<file path="src/rtl/mmio_gpio_pkg.sv">
// Shared definitions for the memory-mapped GPIO block: register offsets and default window.
package io_defs;

    localparam int unsigned BUS_W = 32;

    localparam logic [31:0] GPIO_BASE_ADDR = 32'hFFFF_FC00;

    localparam logic [7:0] GPIO_LED_DATA  = 8'h60;
    localparam logic [7:0] GPIO_LED_BLINK = 8'h64;
    localparam logic [7:0] GPIO_SW_STATE  = 8'h70;
    localparam logic [7:0] GPIO_SW_CHG    = 8'h74;
    localparam logic [7:0] GPIO_IRQ_EN    = 8'h78;

endpackage

</file>
<file path="src/rtl/mmio_gpio_if.sv">
// CPU-side I/O bus: strobes, address and write data in; registered read data out.
interface mmio_gpio_if;
    import io_defs::*;

    logic             ioRead;
    logic             ioWrite;
    logic [BUS_W-1:0] addr;
    logic [BUS_W-1:0] wdata;
    logic [BUS_W-1:0] rdata;
    logic             rvalid;

    modport master (output ioRead, ioWrite, addr, wdata, input rdata, rvalid);
    modport slave  (input ioRead, ioWrite, addr, wdata, output rdata, rvalid);
endinterface

</file>
<file path="src/rtl/mmio_gpio_debounce.sv">
// Switch debouncer: 2-FF synchroniser, shared sample tick, two-sample agreement.
module sw_debounce #(
    parameter int unsigned WIDTH = 16,
    parameter int unsigned DIV   = 20000
) (
    input  logic             clock,
    input  logic             rst,
    input  logic [WIDTH-1:0] switches,
    output logic [WIDTH-1:0] state,
    output logic [WIDTH-1:0] change
);
    localparam int unsigned CW = (DIV > 2) ? $clog2(DIV) : 1;

    logic [WIDTH-1:0] meta;
    logic [WIDTH-1:0] sync;
    logic [WIDTH-1:0] prev;
    logic [CW-1:0]    cnt;
    logic             tick;

    assign tick = (cnt == CW'(DIV - 1));

    // A bit moves only when two consecutive samples agree and differ from the current state.
    assign change = tick ? (~(sync ^ prev) & (sync ^ state)) : '0;

    // Synchroniser, sample divider, previous sample and debounced state.
    always_ff @(posedge clock) begin
        if (!rst) begin
            meta  <= '0;
            sync  <= '0;
            prev  <= '0;
            cnt   <= '0;
            state <= '0;
        end else begin
            meta  <= switches;
            sync  <= meta;
            cnt   <= tick ? '0 : cnt + CW'(1);
            if (tick) begin
                prev <= sync;
            end
            state <= state ^ change;
        end
    end
endmodule

</file>
<file path="src/rtl/mmio_gpio.sv">
// Memory-mapped GPIO: LED register with per-bit blink, debounced switches with sticky change flags.
module mmio_gpio
    import io_defs::*;
#(
    parameter int unsigned SW_WIDTH  = 16,
    parameter int unsigned LED_WIDTH = 24,
    parameter logic [31:0] BASE_ADDR = GPIO_BASE_ADDR,
    parameter int unsigned DEB_DIV   = 20000,
    parameter int unsigned BLINK_DIV = 5000000
) (
    input  logic                 clock,
    input  logic                 rst,
    mmio_gpio_if.slave           bus,
    input  logic [SW_WIDTH-1:0]  switches,
    output logic [LED_WIDTH-1:0] ledout,
    output logic                 irq
);
    localparam int unsigned BW = (BLINK_DIV > 2) ? $clog2(BLINK_DIV) : 1;

    logic [LED_WIDTH-1:0] led_data;
    logic [LED_WIDTH-1:0] led_blink;
    logic [SW_WIDTH-1:0]  sw_state;
    logic [SW_WIDTH-1:0]  sw_change;
    logic [SW_WIDTH-1:0]  sw_chg;
    logic [SW_WIDTH-1:0]  irq_en;
    logic [SW_WIDTH-1:0]  clr_mask;
    logic [BW-1:0]        bcnt;
    logic                 phase;
    logic                 hit;
    logic                 rd_hit;
    logic                 wr_hit;
    logic [7:0]           off;
    logic [BUS_W-1:0]     rd_mux;
    logic                 unused_bits;

    sw_debounce #(
        .WIDTH (SW_WIDTH),
        .DIV   (DEB_DIV)
    ) u_deb (
        .clock    (clock),
        .rst      (rst),
        .switches (switches),
        .state    (sw_state),
        .change   (sw_change)
    );

    assign hit      = (bus.addr[31:8] == BASE_ADDR[31:8]);
    assign off      = bus.addr[7:0];
    assign rd_hit   = bus.ioRead & hit;
    assign wr_hit   = bus.ioWrite & hit;
    assign clr_mask = (wr_hit && off == GPIO_SW_CHG) ? bus.wdata[SW_WIDTH-1:0] : '0;

    // Register fields narrower than the bus leave upper write-data bits unused.
    assign unused_bits = ^bus.wdata;

    // Read mux over pre-write register values; unmapped offsets read zero.
    always_comb begin
        rd_mux = '0;
        case (off)
            GPIO_LED_DATA:  rd_mux = BUS_W'(led_data);
            GPIO_LED_BLINK: rd_mux = BUS_W'(led_blink);
            GPIO_SW_STATE:  rd_mux = BUS_W'(sw_state);
            GPIO_SW_CHG:    rd_mux = BUS_W'(sw_chg);
            GPIO_IRQ_EN:    rd_mux = BUS_W'(irq_en);
            default:        rd_mux = '0;
        endcase
    end

    // Register file, sticky change flags (set beats clear) and registered read response.
    always_ff @(posedge clock) begin
        if (!rst) begin
            led_data   <= '0;
            led_blink  <= '0;
            irq_en     <= '0;
            sw_chg     <= '0;
            bus.rdata  <= '0;
            bus.rvalid <= 1'b0;
        end else begin
            bus.rvalid <= rd_hit;
            if (rd_hit) begin
                bus.rdata <= rd_mux;
            end
            if (wr_hit) begin
                case (off)
                    GPIO_LED_DATA:  led_data  <= bus.wdata[LED_WIDTH-1:0];
                    GPIO_LED_BLINK: led_blink <= bus.wdata[LED_WIDTH-1:0];
                    GPIO_IRQ_EN:    irq_en    <= bus.wdata[SW_WIDTH-1:0];
                    default:        ;
                endcase
            end
            sw_chg <= (sw_chg & ~clr_mask) | sw_change;
        end
    end

    // Free-running blink divider; phase flips on the wrap cycle.
    always_ff @(posedge clock) begin
        if (!rst) begin
            bcnt  <= '0;
            phase <= 1'b0;
        end else if (bcnt == BW'(BLINK_DIV - 1)) begin
            bcnt  <= '0;
            phase <= ~phase;
        end else begin
            bcnt  <= bcnt + BW'(1);
        end
    end

    assign ledout = led_data ^ (led_blink & {LED_WIDTH{phase}});
    assign irq    = |(sw_chg & irq_en);
endmodule

</file>
<file path="src/flat_wrapper.sv">
// flat-port wrapper written by rule: the top's interface ports become plain ports
module mmio_gpio_flat import io_defs::*;
#(
    parameter int unsigned SW_WIDTH  = 16,
    parameter int unsigned LED_WIDTH = 24,
    parameter logic [31:0] BASE_ADDR = GPIO_BASE_ADDR,
    parameter int unsigned DEB_DIV   = 20000,
    parameter int unsigned BLINK_DIV = 5000000
)
  (clock, rst, switches, ledout, irq, bus_ioRead, bus_ioWrite, bus_addr, bus_wdata, bus_rdata, bus_rvalid);
  mmio_gpio_if bus_i ();
  input  logic clock;
  input  logic rst;
  input  logic [SW_WIDTH-1:0] switches;
  output logic [LED_WIDTH-1:0] ledout;
  output logic irq;
  input wire logic [$bits(bus_i.ioRead)-1:0] bus_ioRead;
  input wire logic [$bits(bus_i.ioWrite)-1:0] bus_ioWrite;
  input wire logic [$bits(bus_i.addr)-1:0] bus_addr;
  input wire logic [$bits(bus_i.wdata)-1:0] bus_wdata;
  output wire logic [$bits(bus_i.rdata)-1:0] bus_rdata;
  output wire logic [$bits(bus_i.rvalid)-1:0] bus_rvalid;
  assign bus_i.ioRead = bus_ioRead;
  assign bus_i.ioWrite = bus_ioWrite;
  assign bus_i.addr = bus_addr;
  assign bus_i.wdata = bus_wdata;
  assign bus_rdata = bus_i.rdata;
  assign bus_rvalid = bus_i.rvalid;
  mmio_gpio #(.SW_WIDTH(SW_WIDTH), .LED_WIDTH(LED_WIDTH), .BASE_ADDR(BASE_ADDR), .DEB_DIV(DEB_DIV), .BLINK_DIV(BLINK_DIV)) u_core (.clock(clock), .rst(rst), .bus(bus_i), .switches(switches), .ledout(ledout), .irq(irq));
endmodule
</file>
<file path="config.mk">
export PLATFORM = sky130hd
export DESIGN_NAME = mmio_gpio_flat
export DESIGN_NICKNAME = d
export VERILOG_FILES = /design/src/rtl/mmio_gpio_pkg.sv /design/src/rtl/mmio_gpio_if.sv /design/src/rtl/mmio_gpio_debounce.sv /design/src/rtl/mmio_gpio.sv /design/src/flat_wrapper.sv
export SDC_FILE = /design/constraint.sdc
export NUM_CORES = 1
export LEC_CHECK = 0
export CAP_MARGIN = 20
export CORE_AREA = 3 3 137 139
export DETAILED_ROUTE_END_ITERATION = 10
export DIE_AREA = 0 0 140 142
export PLACE_DENSITY = 0.82
export SETUP_SLACK_MARGIN = 0.02
export SYNTH_ARGS = -nofsm -noshare
export SYNTH_HDL_FRONTEND = slang
export SYNTH_SLANG_ARGS = --single-unit
</file>
<file path="constraint.sdc">
create_clock -name clock -period 3 [get_ports clock]
set_input_delay 0.45 -clock clock [delete_from_list [all_inputs] [get_ports clock]]
set_output_delay 0.45 -clock clock [all_outputs]
set_load 0.01 [all_outputs]
</file>
Yosys cells after proc, flatten, opt, wreduce, memory -nomap -nowiden
Index checks and enable logic that the tools add are counted.
{"block": "totals", "regBits": 216, "input_bits": 84, "out_inout_bits": 58}
{"block": "classes", "addsub": 2, "n_eq_ne": 8, "muxes": 3, "bitwise": 15, "reduce_logical": 7}
{"operator": "24-bit one-hot mux with 5 select lines", "count": 1}
{"operator": "16-bit AND", "count": 3}
{"operator": "16-bit XOR", "count": 3}
{"operator": "8-bit by 7-bit equality test with 1-bit output (second input constant)", "count": 5}
{"operator": "16-bit two-way mux", "count": 2}
{"operator": "16-bit NOT", "count": 2}
{"operator": "24-bit AND", "count": 1}
{"operator": "24-bit equality test (second input constant)", "count": 1}
{"operator": "24-bit XOR", "count": 1}
{"operator": "23-bit by 1-bit adder with 23-bit output (second input constant)", "count": 1}
{"operator": "23-bit equality test (second input constant)", "count": 1}
{"operator": "16-bit OR", "count": 1}
{"operator": "16-bit OR reduction", "count": 1}
{"operator": "15-bit by 1-bit adder with 15-bit output (second input constant)", "count": 1}
{"operator": "15-bit equality test (second input constant)", "count": 1}
{"operator": "2-bit AND reduction", "count": 3}
{"operator": "2-bit OR reduction", "count": 2}
{"operator": "1-bit AND", "count": 2}
{"operator": "1-bit NOT", "count": 2}
{"operator": "1-bit logical AND", "count": 1}

Longest topological paths before layout
{"block": "depth", "ltp_word": 7, "ltp_mapped": 7, "ltp_nobuf": 5}

Cells and area by module
Synthesis repeated with hierarchy kept, for this count alone.
{"block": "unflattened", "cells_unflattened": 1057, "area_unflattened_um2": 9106.2}
{"mod": "mmio_gpio", "instances": 1, "cells_each": 678, "area_per_inst_um2": 6019.5, "seq_area_each_um2": 2582.5}
{"mod": "sw_debounce", "instances": 1, "cells_each": 379, "area_per_inst_um2": 3086.7, "seq_area_each_um2": 1581.5}

Worst setup path after synthesis
No wires, ideal clock.
{"block": "synth_path", "kind": "in2reg", "from": "input port bus_addr[1]", "to": "register u_core.led_data[10]", "setup_ps": 120, "arrival_time_ps": 2066, "t_required_ps": 2880, "path_slack_ps": 814, "cell_stages": 7, "n_path_buf": 3, "cell_sequence": "or4b_1 -> buf_2 -> nor4_4 -> nand4b_1 -> buf_2 -> buf_6 -> mux2i_1"}
{"block": "synth_between", "elab_chain_cells": 2}
{"item": "start: declaration", "line": "flat_wrapper.sv:19", "rtl": "input wire logic [$bits(bus_i.addr)-1:0] bus_addr;"}
{"item": "8-bit by 7-bit equality test with 1-bit output", "line": "mmio_gpio.sv:84", "rtl": "case (off)"}
{"item": "2-bit AND reduction (no line)"}
{"item": "end signal: assignment", "line": "mmio_gpio.sv:85", "rtl": "GPIO_LED_DATA: led_data <= bus.wdata[LED_WIDTH-1:0];"}
{"item": "end: declaration", "line": "mmio_gpio.sv:20", "rtl": "logic [LED_WIDTH-1:0] led_data;"}
No other way between the ends.
A chain may end at the register's enable or synchronous reset.

Worst setup path in the final report
{"block": "layout_path", "from": "register u_core.sw_chg[5]", "to": "output port irq"}
{"block": "layout_between", "elab_chain_cells": 2}
{"item": "start: declaration", "line": "mmio_gpio.sv:24", "rtl": "logic [SW_WIDTH-1:0] sw_chg;"}
{"item": "start signal: assignment", "line": "mmio_gpio.sv:91", "rtl": "sw_chg <= (sw_chg & ~clr_mask) | sw_change;"}
{"item": "16-bit AND", "line": "mmio_gpio.sv:109", "rtl": "assign irq = |(sw_chg & irq_en);"}
{"item": "16-bit OR reduction", "line": "mmio_gpio.sv:109"}
{"item": "end: declaration", "line": "flat_wrapper.sv:16", "rtl": "output logic irq;"}
No other way between the ends.

==> impl_metrics.json <==
{
  "n_fill_cell": 1457,
  "synthesis.area_um2": 9598,
  "power_leakage_uw": 0.004349,
  "fp.dieW_um": 140,
  "path_max_fanout": 3,
  "cts_htree_levels": 1,
  "cts_resized": 0,
  "grt_start_max_net_pins": 71,
  "cts.clk_slew.worst_paths_ns": 0.06,
  "seq_area_frac_synth": 0.4338,
  "ys_top_cells_by_area": "dfxtp_1, nand2_1, mux2i_1",
  "holdWs_ns": 0.2597,
  "tightest_slew_ns": 0.6935,
  "cts-hold-fix-buffers": 0,
  "grt_pass1_vias": 8013,
  "synth_top_family_by_area": "simple AND/OR/NAND/NOR gates",
  "crit_type": "reg2out",
  "period_share": 0.9074,
  "rr_startpoint": "u_core.u_deb.cnt[5]$_SDFF_PP0_",
  "setup_viol": 0,
  "synthSimpleGateAreaFrac": 0.2026,
  "via_count": 8335,
  "rr_worst_depth": 5,
  "worstSetupEndpointType": "output port",
  "cts_root_buf": "clkbuf_16",
  "ioPinCount": 142,
  "wirelength_um": 23760,
  "synth-main-ff-cell": "dfxtp_1",
  "crit_path_start": "u_core.sw_chg[5]$_SDFF_PN0_",
  "coreArea_um2": 17780,
  "synth_fa_ha_area_frac": 0.002607,
  "synthXorXnorAreaFrac": 0.04015,
  "track_usage": 0.2310,
  "clock-sinks": 208,
  "avgRoutedWirePerCell_um": 16.62,
  "path_cells": "a22o_1 -> a221oi_1 -> nand4_1 -> clkdlybuf4s50_1",
  "hold-path-cell-count": 2,
  "yosys.area.top_type": "dfxtp_1",
  "dp_hpwl_um": 16340,
  "ys_ff_latch": 208,
  "synth-compound-area-share": 0.1806,
  "std_cell_rows": 49,
  "drive_gt1_frac": 0.08417,
  "worstPathRequired_ns": 2.55,
  "avgSynthCellArea_um2": 8.773,
  "netlist_instances": 1094,
  "clk_latency_ns": 0.50,
  "cts_buffers": 22,
  "hold_viol": 0,
  "fmax_mhz": 367.3,
  "hold_start": "rst",
  "synth.top_cell.area_share": 0.4338,
  "cts_tree": "done",
  "dr.first_iter.drc_count": 584,
  "ir_drop_mv": 0.4472,
  "grt_setup_unrepaired": "no",
  "cp_slowest_cell": "clkdlybuf4s50_1",
  "r2r_end": "u_core.u_deb.state[6]$_SDFF_PN0_",
  "yosysWarnings": 0,
  "clock_path_buffers": 3,
  "maxSlewHeadroom": 0.5377,
  "overflow": 0,
  "synthArstFlopShare": 0,
  "outcome": "complete, no violations",
  "max_cap_violations": 0,
  "gp_congestion": 0.9247,
  "grt_pass1_wl_um": 38750,
  "antenna_found_initial": 1,
  "setup-tns-final_ns": 0,
  "p_per_area_nw_per_um2": 496.2,
  "critPathMaxStageDelay_ns": 0.52,
  "maxSlewViolCount": 0,
  "antenna_cells": 0,
  "area_delta_synth_final_pct": 21.78,
  "holdPathEnd": "u_core.u_deb.meta[15]$_SDFF_PN0_",
  "hold_class": "in2reg",
  "die-area_um2": 19880,
  "arrival_ns": 2.27,
  "yosysUniqueCellTypes": 55,
  "synth_edf_count": 0,
  "firstDrtPassIters": 5,
  "finClkSkew_ns": 0.01389,
  "rrSetupSlack_ns": 0.62,
  "initial_core_util": 0.5398,
  "post-cts-setup-buffers": 0,
  "via_per_inst": 5.833,
  "synth.area.mux_share": 0.09595,
  "ant_nets": 0,
  "nets": 1274,
  "drc_errors": 0,
  "layout_min_cycle_time_ns": 2.722,
  "startpoint_type": "flip-flop",
  "io_buffers": 125,
  "die_h_um": 142
}
## flip-flops by register name, indices dropped and copies added (netlist names)
signal and cells:
u_core.irq_en 16, u_core.bcnt 23, u_core.u_deb.prev 16, u_core.u_deb.cnt 15
u_core.led_blink 24, u_core.led_data 24, u_core.u_deb.sync 16, u_core.bus.rdata 24
u_core.u_deb.state 16, u_core.sw_chg 16, u_core.bus.rvalid 1, u_core.phase 1
u_core.u_deb.meta 16
## area by class of cell
cell class	instances	area (µm²)	area share
Clock inverter	6	80.08	0.006851
Tap cell	229	286.5	0.02451
Timing Repair Buffer	148	1446	0.1237
Inverter	11	41.29	0.003532
Multi-Input combinational cell	797	5039	0.4311
Sequential cell	208	4164	0.3562
Clock buffer	30	631.9	0.05406
## critical path, delay by kind of cell (launching register included)
kind                   cells  cell delay (ns)
AOI/OAI and AO/OA          2             0.72
buffers and inverters      1             0.52
DFF                        1             0.33
and+or+nand+nor            1             0.20
## how the worst max path moves through the flow
stage | end | slack (ns)
3_3_place_gp | u_core.bus.rdata[10]$_SDFFE_PN0P_ | 0.25
6_report | irq | 0.28
3_5_place_dp | u_core.bus.rdata[14]$_SDFFE_PN0P_ | 0.20
5_1_grt | irq | 0.19
2_1_floorplan | u_core.led_data[10]$_SDFFE_PN0P_ | 0.81
4_1_cts | irq | 0.31
## layer usage
layer / vias up / global-route usage / wire length [µm]
met4: 2 / 0.07700 / 819
met5: - / 0 / 12
li1: 4055 / - / -
met3: 59 / 0.03595 / 1284
met2: 276 / 0.4062 / 11500
met1: 3943 / 0.2918 / 10140
## where the power goes
part           switching [µW]  total (µW)  internal [µW]
Sequential               18.5        2810           2790
Combinational             147         292            145
Clock                    1070        2700           1630
## placed cells by master (no fill, tap or decap), drive strengths merged, types with 9 or more instances in the layout
master and instances:
or3 10, a21o 15, nand4 26, clkbuf 30, a211oi 32, nand2 204
mux2 24, buf 24, a21bo 15, nand2b 17, and2 36, dfxtp 208
o21ai 33, a22oi 15, o211ai 16, mux2i 65, clkdlybuf4s50 124, a21oi 71
nand3 27, nor2 29, xor2 9, o22ai 32, xnor2 35, a21boi 17
inv 10
## stage by stage
stage	cell area (µm²)	cells	total power [µW]	setup slack (ns)	util
floorplan	9624	1101	3018	0.8142	-
global placement	10980	1393	3152	0.2501	0.6174
detailed placement	10980	1393	3158	0.1964	0.6174
CTS	11690	1429	5834	0.3115	0.6574
global route	11690	1429	5956	0.1932	0.6574
finish	11690	1429	5800	0.2777	0.6574
## synthesized netlist by cell type, types with 9 or more instances
cell type  instances
dfxtp_1          208
nand2_1          204
a21oi_1           71
mux2i_1           65
clkbuf_1          63
and2_1            36
xnor2_1           35
a211oi_1          32
o22ai_1           32
nor2_1            29
nand3_1           27
nand4_1           25
o21ai_0           25
mux2_2            24
nand2b_1          17
o211ai_1          16
a21bo_2           15
a21o_1            15
a22oi_1           15
buf_4             10
inv_1             10
or3_1             10
a21boi_1           9
xor2_1             9
## cells by family (layout without fill, tap and decap cells)
| family | after synthesis | in the layout |
|---|---|---|
| adder cells (fa/ha/maj) | 2 | 2 |
| buffers and inverters | 96 | 195 |
| XOR/XNOR | 44 | 44 |
| other | 1 | 8 |
| AND/OR/NAND/NOR | 390 | 390 |
| flip-flops | 208 | 208 |
| multiplexers | 89 | 89 |
| AO/OA/AOI/OAI | 264 | 264 |
No activity file was read; power rests on OpenSTA's default activity.
